$ cat config.mk
export PLATFORM = sky130hd
export DESIGN_NAME = instruction_fetch_stage_flat
export DESIGN_NICKNAME = d
export VERILOG_FILES = /design/src/rtl/instruction_fetch_stage_pkg.sv /design/src/rtl/instruction_fetch_stage_if.sv /design/src/rtl/instruction_fetch_stage_instr_mem.sv /design/src/rtl/instruction_fetch_stage.sv /design/src/flat_wrapper.sv
export SDC_FILE = /design/constraint.sdc
export NUM_CORES = 2
export LEC_CHECK = 0
export ABC_CLOCK_PERIOD_IN_PS = 4480
export BUFFER_PORTS_ARGS = -buffer_cell sky130_fd_sc_hd__buf_4
export CAP_MARGIN = 25
export CELL_PAD_IN_SITES_DETAIL_PLACEMENT = 0
export CELL_PAD_IN_SITES_GLOBAL_PLACEMENT = 1
export CORE_UTILIZATION = 55
export CTS_CLUSTER_SIZE = 25
export DETAILED_ROUTE_END_ITERATION = 16
export PLACE_DENSITY = 0.9
export SETUP_SLACK_MARGIN = 0.3
export SLEW_MARGIN = 5
export SYNTH_ARGS = -nofsm -noshare
export SYNTH_HDL_FRONTEND = slang
export SYNTH_HIERARCHICAL = 1
export SYNTH_SLANG_ARGS = --single-unit
$ cat constraint.sdc
create_clock -name Clock -period 4.48 [get_ports Clock]
set_input_delay 0.224 -clock Clock [delete_from_list [all_inputs] [get_ports Clock]]
set_output_delay 0.224 -clock Clock [all_outputs]
set_load 0.03 [all_outputs]
$ cat src/rtl/instruction_fetch_stage_pkg.sv
// Shared definitions for the MIPS IF stage: FSM encoding, fixed words and PC alignment.
package instruction_fetch_stage_pkg;

   localparam int unsigned WORD_W    = 32;
   localparam int unsigned OPC_W     = 6;
   localparam int unsigned DEF_DEPTH = 64;

   localparam logic [WORD_W-1:0] NOP_WORD = 32'h0000_0000;
   localparam logic [OPC_W-1:0]  HALT_OPC = 6'h3F;

   typedef enum logic [1:0] {
      ST_LOAD = 2'd0,
      ST_RUN  = 2'd1,
      ST_HALT = 2'd2
   } fetch_state_e;

   // Redirect targets are byte addresses; fetch only ever uses word-aligned PCs.
   function automatic logic [WORD_W-1:0] word_align(input logic [WORD_W-1:0] addr);
      return {addr[WORD_W-1:2], 2'b00};
   endfunction

endpackage

$ cat src/rtl/instruction_fetch_stage_if.sv
// Control, program-load, redirect and IF/ID-facing signals of the fetch stage.
interface instruction_fetch_stage_if #(
   parameter int unsigned DEPTH = 64
) ();
   localparam int unsigned ADDR_W = $clog2(DEPTH);

   logic              Enable;
   logic              StepMode;
   logic              Step;
   logic              Start;
   logic              LoadEn;
   logic [ADDR_W-1:0] LoadAddr;
   logic [31:0]       LoadData;
   logic              PCSrc;
   logic [31:0]       BranchTarget;
   logic              Jump;
   logic [31:0]       JumpTarget;
   logic [31:0]       Out_Instruction;
   logic [31:0]       Out_PCAdder;
   logic [31:0]       Out_PC;
   logic              Out_Halted;

   modport master (
      output Enable, StepMode, Step, Start, LoadEn, LoadAddr, LoadData,
             PCSrc, BranchTarget, Jump, JumpTarget,
      input  Out_Instruction, Out_PCAdder, Out_PC, Out_Halted
   );

   modport slave (
      input  Enable, StepMode, Step, Start, LoadEn, LoadAddr, LoadData,
             PCSrc, BranchTarget, Jump, JumpTarget,
      output Out_Instruction, Out_PCAdder, Out_PC, Out_Halted
   );
endinterface

$ cat src/rtl/instruction_fetch_stage_instr_mem.sv
// Program memory: DEPTH x 32, synchronous write, asynchronous (zero-latency) read.
module instruction_fetch_stage_instr_mem #(
   parameter int unsigned DEPTH = 64
) (
   input  logic                     clk,
   input  logic                     we_i,
   input  logic [$clog2(DEPTH)-1:0] waddr_i,
   input  logic [31:0]              wdata_i,
   input  logic [$clog2(DEPTH)-1:0] raddr_i,
   output logic [31:0]              rdata_o
);
   logic [31:0] mem_q [DEPTH];

   always_ff @(posedge clk) begin
      if (we_i) mem_q[waddr_i] <= wdata_i;
   end

   assign rdata_o = mem_q[raddr_i];
endmodule

$ cat src/rtl/instruction_fetch_stage.sv
// IF stage: PC register, next-PC mux and LOAD/RUN/HALT control around the program memory.
// HALT detection of fetched words is built only when IF_HALT_DETECT_EN is defined.
module instruction_fetch_stage
   import instruction_fetch_stage_pkg::*;
#(
   parameter int unsigned DEPTH = DEF_DEPTH,
   parameter logic [31:0] NOP   = NOP_WORD
`ifdef IF_HALT_DETECT_EN
   ,
   parameter logic [5:0]  HALT_OPCODE = HALT_OPC
`endif
) (
   input  logic                      Clock,
   input  logic                      Reset,
   instruction_fetch_stage_if.slave  bus
);
   localparam int unsigned ADDR_W = $clog2(DEPTH);

   fetch_state_e      state_q;
   logic [31:0]       pc_q;
   logic [31:0]       pc_d;
   logic [31:0]       pc_plus4;
   logic [31:0]       mem_rdata;
   logic              mem_we;
   logic              advance;
   logic              halt_hit;

   // Writes only land while loading; reset blocks them.
   assign mem_we = Reset && (state_q == ST_LOAD) && bus.LoadEn;

   instruction_fetch_stage_instr_mem #(.DEPTH(DEPTH)) u_mem (
      .clk     (Clock),
      .we_i    (mem_we),
      .waddr_i (bus.LoadAddr),
      .wdata_i (bus.LoadData),
      .raddr_i (pc_q[ADDR_W+1:2]),
      .rdata_o (mem_rdata)
   );

   assign pc_plus4 = pc_q + 32'd4;
   assign advance  = bus.Enable && (!bus.StepMode || bus.Step);

`ifdef IF_HALT_DETECT_EN
   assign halt_hit = (mem_rdata[31:26] == HALT_OPCODE);
`else
   assign halt_hit = 1'b0;
`endif

   // Next PC when advancing: jump beats branch beats sequential.
   always_comb begin
      pc_d = pc_plus4;
      if (bus.Jump)       pc_d = word_align(bus.JumpTarget);
      else if (bus.PCSrc) pc_d = word_align(bus.BranchTarget);
   end

   always_ff @(posedge Clock) begin
      if (!Reset) begin
         state_q <= ST_LOAD;
         pc_q    <= 32'd0;
      end else begin
         case (state_q)
            ST_LOAD: begin
               if (bus.Start) begin
                  state_q <= ST_RUN;
                  pc_q    <= 32'd0;
               end
            end
            ST_RUN: begin
               // A HALT word has already been presented once; freeze on it.
               if (advance) begin
                  if (halt_hit) state_q <= ST_HALT;
                  else          pc_q    <= pc_d;
               end
            end
            ST_HALT: begin
               if (bus.Start) begin
                  state_q <= ST_RUN;
                  pc_q    <= 32'd0;
               end
            end
            default: begin
               state_q <= ST_LOAD;
               pc_q    <= 32'd0;
            end
         endcase
      end
   end

   assign bus.Out_Instruction = (state_q == ST_RUN) ? mem_rdata : NOP;
   assign bus.Out_PCAdder     = pc_plus4;
   assign bus.Out_PC          = pc_q;
   assign bus.Out_Halted      = (state_q == ST_HALT);
endmodule

$ cat src/flat_wrapper.sv
// flat-port wrapper written by rule: the top's interface ports become plain ports
module instruction_fetch_stage_flat import instruction_fetch_stage_pkg::*;
#(
   parameter int unsigned DEPTH = DEF_DEPTH,
   parameter logic [31:0] NOP   = NOP_WORD

)
  (Clock, Reset, bus_Enable, bus_StepMode, bus_Step, bus_Start, bus_LoadEn, bus_LoadAddr, bus_LoadData, bus_PCSrc, bus_BranchTarget, bus_Jump, bus_JumpTarget, bus_Out_Instruction, bus_Out_PCAdder, bus_Out_PC, bus_Out_Halted);
  instruction_fetch_stage_if #(.DEPTH(DEPTH)) bus_i ();
  input  logic Clock;
  input  logic Reset;
  input wire logic [$bits(bus_i.Enable)-1:0] bus_Enable;
  input wire logic [$bits(bus_i.StepMode)-1:0] bus_StepMode;
  input wire logic [$bits(bus_i.Step)-1:0] bus_Step;
  input wire logic [$bits(bus_i.Start)-1:0] bus_Start;
  input wire logic [$bits(bus_i.LoadEn)-1:0] bus_LoadEn;
  input wire logic [$bits(bus_i.LoadAddr)-1:0] bus_LoadAddr;
  input wire logic [$bits(bus_i.LoadData)-1:0] bus_LoadData;
  input wire logic [$bits(bus_i.PCSrc)-1:0] bus_PCSrc;
  input wire logic [$bits(bus_i.BranchTarget)-1:0] bus_BranchTarget;
  input wire logic [$bits(bus_i.Jump)-1:0] bus_Jump;
  input wire logic [$bits(bus_i.JumpTarget)-1:0] bus_JumpTarget;
  output wire logic [$bits(bus_i.Out_Instruction)-1:0] bus_Out_Instruction;
  output wire logic [$bits(bus_i.Out_PCAdder)-1:0] bus_Out_PCAdder;
  output wire logic [$bits(bus_i.Out_PC)-1:0] bus_Out_PC;
  output wire logic [$bits(bus_i.Out_Halted)-1:0] bus_Out_Halted;
  assign bus_i.Enable = bus_Enable;
  assign bus_i.StepMode = bus_StepMode;
  assign bus_i.Step = bus_Step;
  assign bus_i.Start = bus_Start;
  assign bus_i.LoadEn = bus_LoadEn;
  assign bus_i.LoadAddr = bus_LoadAddr;
  assign bus_i.LoadData = bus_LoadData;
  assign bus_i.PCSrc = bus_PCSrc;
  assign bus_i.BranchTarget = bus_BranchTarget;
  assign bus_i.Jump = bus_Jump;
  assign bus_i.JumpTarget = bus_JumpTarget;
  assign bus_Out_Instruction = bus_i.Out_Instruction;
  assign bus_Out_PCAdder = bus_i.Out_PCAdder;
  assign bus_Out_PC = bus_i.Out_PC;
  assign bus_Out_Halted = bus_i.Out_Halted;
  instruction_fetch_stage #(.DEPTH(DEPTH), .NOP(NOP)) u_core (.Clock(Clock), .Reset(Reset), .bus(bus_i));
endmodule
Word-level counts from Yosys, hierarchy flattened
Memory sizes are Yosys's and may differ from the RTL's. A register that Yosys moved wholly into a read port is not among the register bits.
Cells that the tools add are included.
Widths: inputs -> output; s select.
{ "totals": {"out_inout_bits": 97, "memories": 1, "in_bits": 111, "ff_bits": 34, "word_cells": 30, "ram_bits": 2048} }
{ "op_classes": {"n_mux": 12, "n_reduce_logical": 9, "n_eq_ne": 4, "n_addsub": 1, "bitwise": 1} }
{ "memory_table": {"columns": ["name", "words", "width", "rd", "rd_clocked_by_memory_dff", "wr", "line_no", "source"], "rows": [
  ["u_core.u_mem.mem_q", 64, 32, 1, 1, 1, "instruction_fetch_stage_instr_mem.sv:12", "logic [31:0] mem_q [DEPTH];"]
]} }
{ "op_table": {"columns": ["cell", "n"], "rows": [
  ["$mux 32", 5],
  ["$pmux 32 s2", 1],
  ["$add 32x3->32 const B", 1],
  ["$mux 6", 2],
  ["$ne 2x1->1 const B", 2],
  ["$pmux 2 s2", 1],
  ["$reduce_and 2->1", 2],
  ["$logic_and 1x1->1", 3],
  ["$eq 2x1->1 const B", 1],
  ["$eq 2x2->1 const B", 1],
  ["$logic_not 2->1", 1],
  ["$mux 1", 2],
  ["$mux 2", 1],
  ["$reduce_or 2->1", 1],
  ["$logic_not 1->1", 1],
  ["$logic_or 1x1->1", 1],
  ["$not 1->1", 1]
]} }

Longest topological paths before layout
{ "depth": {"word_depth": 7, "ltp_mapped": 11, "mapped_depth_nobuf": 6} }

Cells and area by module
The synthesis kept the hierarchy.
{ "by_module_without_submodules": {"columns": ["module", "cells_each", "area_per_inst_um2", "instances", "seq_area_each_um2"], "rows": [
  ["instruction_fetch_stage_instr_mem", 3292, 77874.7, 1, 61499.0],
  ["instruction_fetch_stage", 360, 2666.3, 1, 620.6]
]} }

Worst setup path before layout
No wires, ideal clock.
{ "synth_path": {"kind": "input to register", "from": "input port Reset", "to": "memory u_core.u_mem.mem_q[48][0], enable pin", "arrival_time_ns": 3.341, "path_slack_ns": 0.679, "path_buffers": 1, "stages": 6, "required_ns": 4.019, "setup_ns": 0.461, "cell_sequence": "clkbuf_1 -> nand2_1 -> nor2_1 -> nor2b_1 -> nand4b_1 -> nor3_1"} }
{ "synth_via": {"elab_chain_len": 4} }
{ "synth_lines": {"columns": ["element", "line_no", "source"], "rows": [
  ["start: declaration", "flat_wrapper.sv:11", "input logic Reset;"],
  ["$logic_and 1x1->1 (2 in series)", "instruction_fetch_stage.sv:29", "assign mem_we = Reset && (state_q == ST_LOAD) && bus.LoadEn;"],
  ["via u_core.mem_we", "instruction_fetch_stage.sv:24", "logic mem_we;"],
  ["$mux 1", "instruction_fetch_stage_instr_mem.sv:15", "if (we_i) mem_q[waddr_i] <= wdata_i;"],
  ["$mux 1 (not written as such)", "instruction_fetch_stage_instr_mem.sv:15", null],
  ["end: declaration", "instruction_fetch_stage_instr_mem.sv:12", null]
]} }
The timed path passes the listed nets, and every way through them passes these cells.

==> key figures <==
Setup path
  – CP dominant cell by count: buf_4
  – Worst-path fanout max: 42
  – Kind of critical path: reg2out
  – CP startpoint kind: flop
  – Cell Chain, Critical Path: buf_4 > or3b_1 > o221ai_1 > a21oi_1 > a21oi_1 > buf_4 > nor2_1 > and2_1 > buf_4
  – Number of cells on the critical path: 9
  – Crit end category: primary output
  – CP max stage cell: dfxtp_4
  – Largest stage delay, worst path: 0.77 ns
  – Delay-heaviest family, CP: buffers and inverters
  – WP data required: 4.26 ns
  – Worst Path Arrival: 3.98 ns
  – Combined buffer and inverter count along the critical path: 3
  – Reg2Reg Depth: 9

Timing
  – Tmin final: 4.200 ns
  – Setup TNS: 0 ns
  – Final max-slew violation count: 0
  – F_max: 238.1 MHz
  – Final setup fails: 0
  – Hold Violations, Final: 0
  – RSZ-0062 raised after global routing: false
  – Worst hold-check slack: 0.04163 ns
  – Worst-Margin Slew: 1.271 ns
  – Skew final: 0.04187 ns
  – Period utilization: 93.76%
  – Max transition margin: 15.24%
  – PnR worst setup slack: 0.2797 ns

Die
  – Initial Util: 55.33%
  – Row Count: 140
  – CORE AREA: 145,600 µm²
  – Die area: 148,000 µm²
  – Boundary Pins: 208
  – Chip Width: 384.7 µm
  – Die span in y: 384.7 µm

Synth
  – Xor/xnor cell area share of the yosys netlist: 0.2827%
  – Synth Area in Simple Gates: 2.310%
  – Synth Flop Type: edfxtp_1
  – Synth Warn #: 6
  – Register area share after synthesis: 77.13%
  – Mapped Area: 80,540 µm²
  – Multiplexer share of the synthesized area: 16.47%
  – Synthesized area per cell: 22.05 µm²
  – Post-synthesis adder-cell area fraction: 0.01553%
  – Asr flop ratio synth: 0%
  – EDFF count, synth: 2,048
  – FF+latch count, synth: 2,079
  – Cell count after synthesis: 3,652
  – Largest family of logic cells by synthesized area: multiplexers
  – Synth cell types: 68
  – Compound-gate portion of the synthesized area: 2.459%

Place
  – Dpl ws: 0.8143 ns
  – Gpl congestion: 0.9001
  – Post-DP HPWL: 116,700 µm
  – Port Buffers: 198
  – DP Area: 85,470 µm²

Global routing
  – Gr ovfl total: 0
  – First-pass GRT wire length: 312,500 µm
  – Vias in the first global route: 43,649
  – Initial antenna violation count: 23
  – GRT Util Overall: 30.33%
  – Largest net degree at the start of global routing: 65

Clock tree
  – CTS buffer count: 195
  – CTS Buffer Depth: 3
  – CTS clk-pin slew, worst paths: 0.06 ns
  – H-tree levels: 4
  – Root Buffer: clkbuf_16
  – CTS tree: yes
  – Worst skew pair latency: 0.86 ns
  – CTS sink count: 2,079

Detailed routing
  – DR top layer: met5
  – DRT iter0 DRCs: 6,094
  – Initial DRT Pass Iterations: 8
  – Via density: 6.891
  – DRC violations left: 0
  – Metal2 WL: 109,900 µm
  – Post-DRT Antenna Nets: 0
  – WL/cell: 35.90 µm
  – DR WL met3: 28,360 µm
  – Overall routed net length: 223,200 µm
  – DRT met1 WL: 73,590 µm
  – Vias post-DR: 42,847

Min path
  – Hold crit path type: in2reg
  – Worst hold path depth: 1

Finish
  – Syn-to-layout area delta: 15.97%
  – Share of layout cells above drive strength 1: 30.57%
  – Post-layout util: 64.17%
  – Commonest non-fill, non-tap cell in the layout: edfxtp_1
  – Layout fillers: 8,913
  – Most frequent cells in the layout: edfxtp_1, mux4_2, buf_4, clkbuf_16, dlygate4sd3_1
  – Nets: 4,235
  – Register area: 62,140 µm²
  – Area of the multi-input gates: 18,020 µm²
  – Final Instance Area: 93,400 µm²

Run
  – Max Cap Violations: 0

Power and ir drop
  – Power Dens Cells: 426.0 nW/µm²
  – VDD IR max: 365.1 µV
  – Leakage: 28.70 nW

Status
  – Status: completed
area by class of cell:
cell class	count	share of cell area (%)
inverter	15	0.06028
multi-input combinational	1351	19.30
sequential	2079	66.53
antenna	12	0.03215
clock buffer	233	5.445
timing repair buffer	481	4.698
tap	1917	2.568
clock inverter	130	1.374
sequential cells by signal, summed over array words and instances (netlist names):
signal and cells:
u_core/state_q 1, u_core/u_mem/mem_q 2048, u_core/bus.Out_PC 30
synth_stat cells (4+ instances only):
library cell / instances / area (µm²)
mux4_2: 544 / 12250
inv_1: 14 / 52.55
and4_1: 4 / 35.03
nand4_1: 14 / 87.58
o221ai_1: 31 / 271.5
nor3_1: 14 / 70.07
a32oi_1: 4 / 35.03
o32ai_1: 4 / 35.03
buf_6: 5 / 56.30
clkbuf_1: 94 / 352.8
buf_1: 22 / 82.58
nand3b_1: 8 / 60.06
xnor2_1: 18 / 157.7
a221o_1: 6 / 60.06
o21ai_0: 26 / 130.1
and2_1: 35 / 219.0
a22o_1: 6 / 52.55
a41o_1: 4 / 40.04
and3_1: 11 / 68.82
o22ai_1: 91 / 569.3
nand2_1: 50 / 187.7
edfxtp_1: 2048 / 61500
buf_4: 30 / 225.2
nor2_1: 165 / 619.3
a221oi_1: 4 / 35.03
nor2b_1: 17 / 106.4
or3_1: 4 / 25.02
a21oi_1: 72 / 360.4
a22oi_1: 20 / 150.1
nand2b_1: 12 / 75.07
xor2_1: 8 / 70.07
a311oi_1: 8 / 70.07
dfxtp_1: 31 / 620.6
buf_2: 60 / 300.3
mux2i_1: 101 / 1011
nand3_1: 22 / 110.1
per-layer routing:
metal | GRT usage [%] | vias up
li1 | - | 16437
met1 | 38.47 | 22037
met2 | 49.29 | 3643
met3 | 7.803 | 714
met4 | 14.34 | 16
met5 | 0 | -
metrics by stage:
stage / cells / power (mW)
finish: 6218 / 39.79
global route: 6209 / 40.64
CTS: 6201 / 39.81
detailed placement: 5724 / 23.43
global placement: 5724 / 23.37
floorplan: 3656 / 22.60
final timing paths:
| path | startpoint | end | slack, ns |
|---|---|---|---|
| setup / recovery | u_core/bus.Out_PC[5] | bus_Out_Instruction[12] | 0.28 |
| hold / removal | bus_LoadData[16] | u_core/u_mem/mem_q[3][16] | 0.04 |
| setup reg to reg | u_core/bus.Out_PC[3] | u_core/bus.Out_PC[24] | 0.67 |
| hold reg to reg | u_core/bus.Out_PC[20] | u_core/bus.Out_PC[20] | 0.58 |
where the power goes:
group          internal, mW  switching [mW]
registers              21.4          0.0354
clock network          9.24            7.35
logic                 0.625            1.14
logic make-up after synthesis:
logic type	after synthesis
other cells	1
buf+inv	226
simple gates	377
compound gates	297
mux	645
xor+xnor	26
flops	2079
fa+ha+maj	1
timing repair:
item,in CTS,in global routing
endpoints found under the setup margin,29,26
gates cloned,4,0
resized for setup,32,16
hold buffers,107,1
endpoints found under the hold margin,1256,11
buffers inserted,3,3
pin swaps,0,1
(Power assumes the default switching activity.)
